File: src/rtl/fifo_wr_arbiter.sv
// Round-robin arbiter sharing one FIFO write port between NREQ requesters,
// granting bounded bursts and holding off writes while the FIFO is full.

module fifo_wr_arbiter_chk #(
    parameter int NREQ      = 4,
    parameter int BW        = 4,
    parameter int MAX_BURST = 4
) (
    input logic            clk,
    input logic            rst,
    input logic [NREQ-1:0] grant,
    input logic [NREQ-1:0] ack,
    input logic            fifo_wr_en,
    input logic            fifo_full,
    input logic [BW-1:0]   beat_cnt
);
    a_grant_onehot: assert property (@(posedge clk) disable iff (rst) $onehot0(grant));
    a_ack_in_grant: assert property (@(posedge clk) disable iff (rst) (ack & ~grant) == '0);
    a_wr_not_full:  assert property (@(posedge clk) disable iff (rst) fifo_wr_en |-> !fifo_full);
    a_beat_bound:   assert property (@(posedge clk) disable iff (rst) beat_cnt < BW'(MAX_BURST));
endmodule

module fifo_wr_arbiter #(
    parameter int NREQ      = 4,
    parameter int DW        = 8,
    parameter int MAX_BURST = 4
) (
    input  logic               clk,
    input  logic               rst,
    input  logic [NREQ-1:0]    req,
    input  logic [NREQ*DW-1:0] req_data,
    output logic [NREQ-1:0]    ack,
    output logic [NREQ-1:0]    grant,
    input  logic               fifo_full,
    output logic               fifo_wr_en,
    output logic [DW-1:0]      fifo_din,
    output logic               busy
);
    localparam int IW = $clog2(NREQ);
    localparam int BW = 4;

    typedef enum logic [0:0] {ST_IDLE = 1'b0, ST_GRANT = 1'b1} state_t;

    state_t          state_r, state_nxt_s;
    logic [NREQ-1:0] grant_r, grant_nxt_s;
    logic [IW-1:0]   owner_r, owner_nxt_s;
    logic [IW-1:0]   last_winner_r, last_winner_nxt_s;
    logic [BW-1:0]   beat_cnt_r, beat_cnt_nxt_s;
    logic [IW-1:0]   pick_s;
    logic            pick_vld_s;
    logic            beat_acc_s;

    // Round-robin search starting just after the last released owner
    always_comb begin
        pick_s     = '0;
        pick_vld_s = 1'b0;
        for (int k = 1; k <= NREQ; k++) begin
            if (!pick_vld_s && req[(int'(last_winner_r) + k) % NREQ]) begin
                pick_s     = IW'((int'(last_winner_r) + k) % NREQ);
                pick_vld_s = 1'b1;
            end else begin
                pick_vld_s = pick_vld_s;
            end
        end
    end

    assign beat_acc_s = (state_r == ST_GRANT) && req[owner_r] && !fifo_full;

    // State register with synchronous reset
    always_ff @(posedge clk) begin
        if (rst) begin
            state_r       <= ST_IDLE;
            grant_r       <= '0;
            owner_r       <= '0;
            last_winner_r <= IW'(NREQ - 1);
            beat_cnt_r    <= '0;
        end else begin
            state_r       <= state_nxt_s;
            grant_r       <= grant_nxt_s;
            owner_r       <= owner_nxt_s;
            last_winner_r <= last_winner_nxt_s;
            beat_cnt_r    <= beat_cnt_nxt_s;
        end
    end

    // Next-state logic: grant on request, release on dropped req or full burst
    always_comb begin
        state_nxt_s       = state_r;
        grant_nxt_s       = grant_r;
        owner_nxt_s       = owner_r;
        last_winner_nxt_s = last_winner_r;
        beat_cnt_nxt_s    = beat_cnt_r;
        case (state_r)
            ST_IDLE: begin
                if (pick_vld_s) begin
                    state_nxt_s    = ST_GRANT;
                    grant_nxt_s    = {{(NREQ-1){1'b0}}, 1'b1} << pick_s;
                    owner_nxt_s    = pick_s;
                    beat_cnt_nxt_s = '0;
                end else begin
                    state_nxt_s    = ST_IDLE;
                end
            end
            ST_GRANT: begin
                if (!req[owner_r] || (beat_acc_s && beat_cnt_r == BW'(MAX_BURST - 1))) begin
                    state_nxt_s       = ST_IDLE;
                    grant_nxt_s       = '0;
                    last_winner_nxt_s = owner_r;
                    beat_cnt_nxt_s    = '0;
                end else if (beat_acc_s) begin
                    beat_cnt_nxt_s    = beat_cnt_r + 4'd1;
                end else begin
                    beat_cnt_nxt_s    = beat_cnt_r;
                end
            end
            default: begin
                state_nxt_s    = ST_IDLE;
                grant_nxt_s    = '0;
                beat_cnt_nxt_s = '0;
            end
        endcase
    end

    // Output decode: ack/write only for the owner, data steered by owner index
    always_comb begin
        ack        = '0;
        fifo_wr_en = 1'b0;
        fifo_din   = '0;
        busy       = 1'b0;
        case (state_r)
            ST_GRANT: begin
                ack        = grant_r & {NREQ{beat_acc_s}};
                fifo_wr_en = beat_acc_s;
                fifo_din   = req_data[int'(owner_r) * DW +: DW];
                busy       = 1'b1;
            end
            ST_IDLE: begin
                busy       = 1'b0;
            end
            default: begin
                busy       = 1'b0;
            end
        endcase
    end

    assign grant = grant_r;

    fifo_wr_arbiter_chk #(.NREQ(NREQ), .BW(BW), .MAX_BURST(MAX_BURST)) u_chk (
        .clk        (clk),
        .rst        (rst),
        .grant      (grant_r),
        .ack        (ack),
        .fifo_wr_en (fifo_wr_en),
        .fifo_full  (fifo_full),
        .beat_cnt   (beat_cnt_r)
    );
endmodule

File: config.mk
export PLATFORM = sky130hd
export DESIGN_NAME = fifo_wr_arbiter
export DESIGN_NICKNAME = d
export VERILOG_FILES = /design/src/rtl/fifo_wr_arbiter.sv
export SDC_FILE = /design/constraint.sdc
export NUM_CORES = 1
export LEC_CHECK = 0
export CORE_AREA = 2 2 52 54
export CTS_BUF_LIST = sky130_fd_sc_hd__clkbuf_16
export DETAILED_ROUTE_END_ITERATION = 10
export DIE_AREA = 0 0 54 56
export HOLD_SLACK_MARGIN = 0.15
export PLACE_DENSITY = 0.82
export SYNTH_ARGS = -nofsm -noshare
export SYNTH_HDL_FRONTEND = slang
export SYNTH_SLANG_ARGS = --single-unit
File: constraint.sdc
create_clock -name clk -period 3 [get_ports clk]
set_input_delay 0.6 -clock clk [delete_from_list [all_inputs] [get_ports clk]]
set_output_delay 0.6 -clock clk [all_outputs]
set_load 0.1 [all_outputs]
==> flow_summary.json <==
{
  "final_area_um2": 1770,
  "diodes": 0,
  "path_clk_slew_ps": 40,
  "die_area_um2": 3020,
  "slew_viol_final": 0,
  "synth_cells": 97,
  "first_pass_iters": 4,
  "yosys_warnings": 0,
  "timing.hold.ws_ps": 485,
  "status": "finished, final reports clean",
  "placed_cells": 186,
  "cts_resized": 0,
  "crit_path_top_delay_cell": "mux4_2",
  "hold_buffers": 0,
  "avgRoutedWirePerCell_um": 16.8,
  "r2r_cells": 5,
  "end_kind": "primary output",
  "irDropWorstVdd_uv": 496,
  "grt_pass1_vias": 1100,
  "port_buffers": 56,
  "via_per_inst": 5.66,
  "critPathMaxFanout": 5,
  "fin_crit_sh": 0.984,
  "wl_mm": 3.19,
  "pwr-share-seq": 0.239,
  "drt_iter0_drc": 17,
  "max_stage_delay_ps": 520,
  "cp.arrival_ps": 2350,
  "syn_avg_cell_area_um2": 9.52,
  "r2r_slack_ps": 1010,
  "ys_seq_elements": 13,
  "power.density_nw_per_um2": 479,
  "nNetsFinal": 201,
  "grt-ovfl-total": 0,
  "drc_errors": 0,
  "syn-cell-area_um2": 923,
  "r2r-start": "beat_cnt_r[0]",
  "hold_path.class": "reg -> reg",
  "initial_utilization": 0.380,
  "pwr-share-clk": 0.298,
  "fin_worst_skew_ps": 3.97,
  "r2r_end": "beat_cnt_r[0]",
  "worstHoldEndpoint": "grant[2]",
  "fin_crit_ps": 2950,
  "fin_cells": 190,
  "path_class": "in -> out",
  "yosysSeqAreaShare": 0.282,
  "place_area_um2": 1690,
  "setup_viol": 0,
  "startpoint_type": "primary input",
  "root_buffer": "clkbuf_16",
  "finalWeightedCongestion": 0.758,
  "dp_hpwl_mm": 2.44,
  "hold_depth": 1,
  "ant_nets": 0,
  "switchingPower_mw": 0.316,
  "num_vias": 1075,
  "htree_levels": 1,
  "io_pins": 57,
  "layout-drive-gt1-share": 0.294,
  "rows": 18,
  "clkSinkCount": 13,
  "die_w_um": 54,
  "rsz0062_at_grt": "no",
  "switching_share": 0.373,
  "cts_tree": "done",
  "antenna_found_initial": 0,
  "worst_slew_pin_slew_ps": 442,
  "critical_path_required_ps": 2400,
  "crit_chain": "clkdlybuf4s50_1 -> mux4_2 -> and2_1 -> nor2b_4 -> and2_2 -> buf_12",
  "fp.dieH_um": 56,
  "area_growth_pct": 91.6,
  "grt_usage": 0.221,
  "holdCritStartpoint": "grant[2]",
  "grt_start_max_net_pins": 16,
  "clock_latency_ps": 240,
  "maxCapViolCount": 0,
  "cts_made_buffers": 3,
  "hold_violations": 0,
  "yosys.cell_types.count": 31,
  "mappedNetlistNets": 137,
  "grt_pass1_wl_mm": 4.95,
  "n_fill_cell": 164,
  "p_int_mw": 0.532,
  "p_comb_frac": 0.462,
  "relSlewSlack": 0.704,
  "p_leak_nw": 0.664,
  "fmax_mhz": 339,
  "post_cts_buffers": 0,
  "max-clock-path-buffers": 2,
  "setup_tns_ps": 0,
  "core-area_um2": 2430
}
-- placed cells by master, fill, tap and decap left out, drive strengths merged, types with 2 or more instances in the layout --
| master | Yosys | routed |
|---|---|---|
| clkbuf | 3 | 3 |
| or2b | 2 | 2 |
| mux4 | 9 | 9 |
| a211oi | 3 | 3 |
| and2 | 14 | 14 |
| buf | 1 | 25 |
| dfxtp | 13 | 13 |
| o21ai | 4 | 4 |
| a32o | 2 | 2 |
| nand3 | 3 | 3 |
| nor2 | 6 | 6 |
| or3 | 2 | 2 |
| o2bb2ai | 3 | 3 |
| inv | 3 | 3 |
| clkdlybuf4s50 | 0 | 38 |
| a21oi | 8 | 8 |
| nor3 | 4 | 4 |
| nand2 | 4 | 4 |
| nor2b | 2 | 2 |
-- Yosys cell counts, drive strengths merged --
library cell  instances  area (um2)
a211o                 1        8.76
a211oi                3        22.5
a21oi                 8        43.8
a22o                  1        8.76
a22oi                 1        7.51
a2bb2oi               1        8.76
a32o                  2        20.0
and2                 14        87.6
buf                   1        5.00
clkbuf                3        11.3
dfxtp                13         260
ha                    1        12.5
inv                   3        11.3
mux4                  9         203
nand2                 4        15.0
nand2b                1        6.26
nand3                 3        15.0
nor2                  6        22.5
nor2b                 2        12.5
nor3                  4        20.0
nor4                  1        6.26
o211ai                1        7.51
o21ai                 4        20.0
o22a                  1        8.76
o2bb2ai               3        32.5
or2b                  2        15.0
or3                   2        12.5
or4b                  1        10.0
xnor2                 1        8.76
-- worst max-delay path, delay by kind of cell --
family / cells / cell delay, ps
buffers and inverters: 2 / 610
and+or+nand+nor: 3 / 610
muxes: 1 / 520
-- power groups by stage --
stage	clock network [mW]	registers, mW	logic [mW]
floorplan	0	0.240	0.203
global placement	0	0.204	0.384
CTS	0.256	0.202	0.394
detailed placement	0	0.205	0.391
finish	0.253	0.203	0.392
global route	0.264	0.205	0.409
-- cell type report --
| class | count | area (um2) | share of cell area |
|---|---|---|---|
| Tap cell | 30 | 37.5 | 0.0212 |
| Sequential cell | 13 | 262 | 0.148 |
| Multi-Input combinational cell | 77 | 648 | 0.366 |
| Inverter | 3 | 11.3 | 0.00636 |
| Timing Repair Buffer | 63 | 731 | 0.413 |
| Clock inverter | 1 | 5.00 | 0.00283 |
| Clock buffer | 3 | 75.1 | 0.0424 |
-- registers in the layout, indices dropped and copies added (netlist names) --
register	count
beat_cnt_r	4
grant	4
last_winner_r	2
owner_r	2
state_r	1
-- stage by stage --
step | utilization | power, mW | worst slack, ps
floorplan | - | 0.443 | 211
global placement | 0.694 | 0.588 | 117
detailed placement | 0.694 | 0.597 | 83.9
CTS | 0.727 | 0.853 | 43.7
global route | 0.727 | 0.878 | 11.7
finish | 0.727 | 0.848 | 47.5
-- how the worst max path moves through the flow --
stage | cells after the start | to | startpoint
after global placement | 6 | ack[3] | req[3]
after floorplan | 4 | ack[0] | req[1]
after CTS | 6 | ack[1] | req[1]
after global routing | 6 | ack[1] | req[1]
after detailed placement | 6 | ack[1] | req[2]
final | 6 | ack[1] | req[1]
-- layer usage --
metal / vias to the layer above / routed length [um] / GRT usage
met5: - / 0 / 0
met4: 0 / 26 / 0.0571
met3: 3 / 387 / 0.0780
met2: 56 / 1510 / 0.387
met1: 518 / 1270 / 0.244
li1: 498 / - / -
-- kinds of logic (layout without fill, tap and decap cells) --
group,Yosys count,after routing,share of synthesized area
buffers and inverters,7,70,0.0298
AOI/OAI and AO/OA,26,26,0.205
and+or+nand+nor,40,40,0.241
muxes,9,9,0.220
xor gates and xnor gates,1,1,0.00949
adders and majority gates,1,1,0.0135
DFF,13,13,0.282
(Power assumes the default switching activity.)
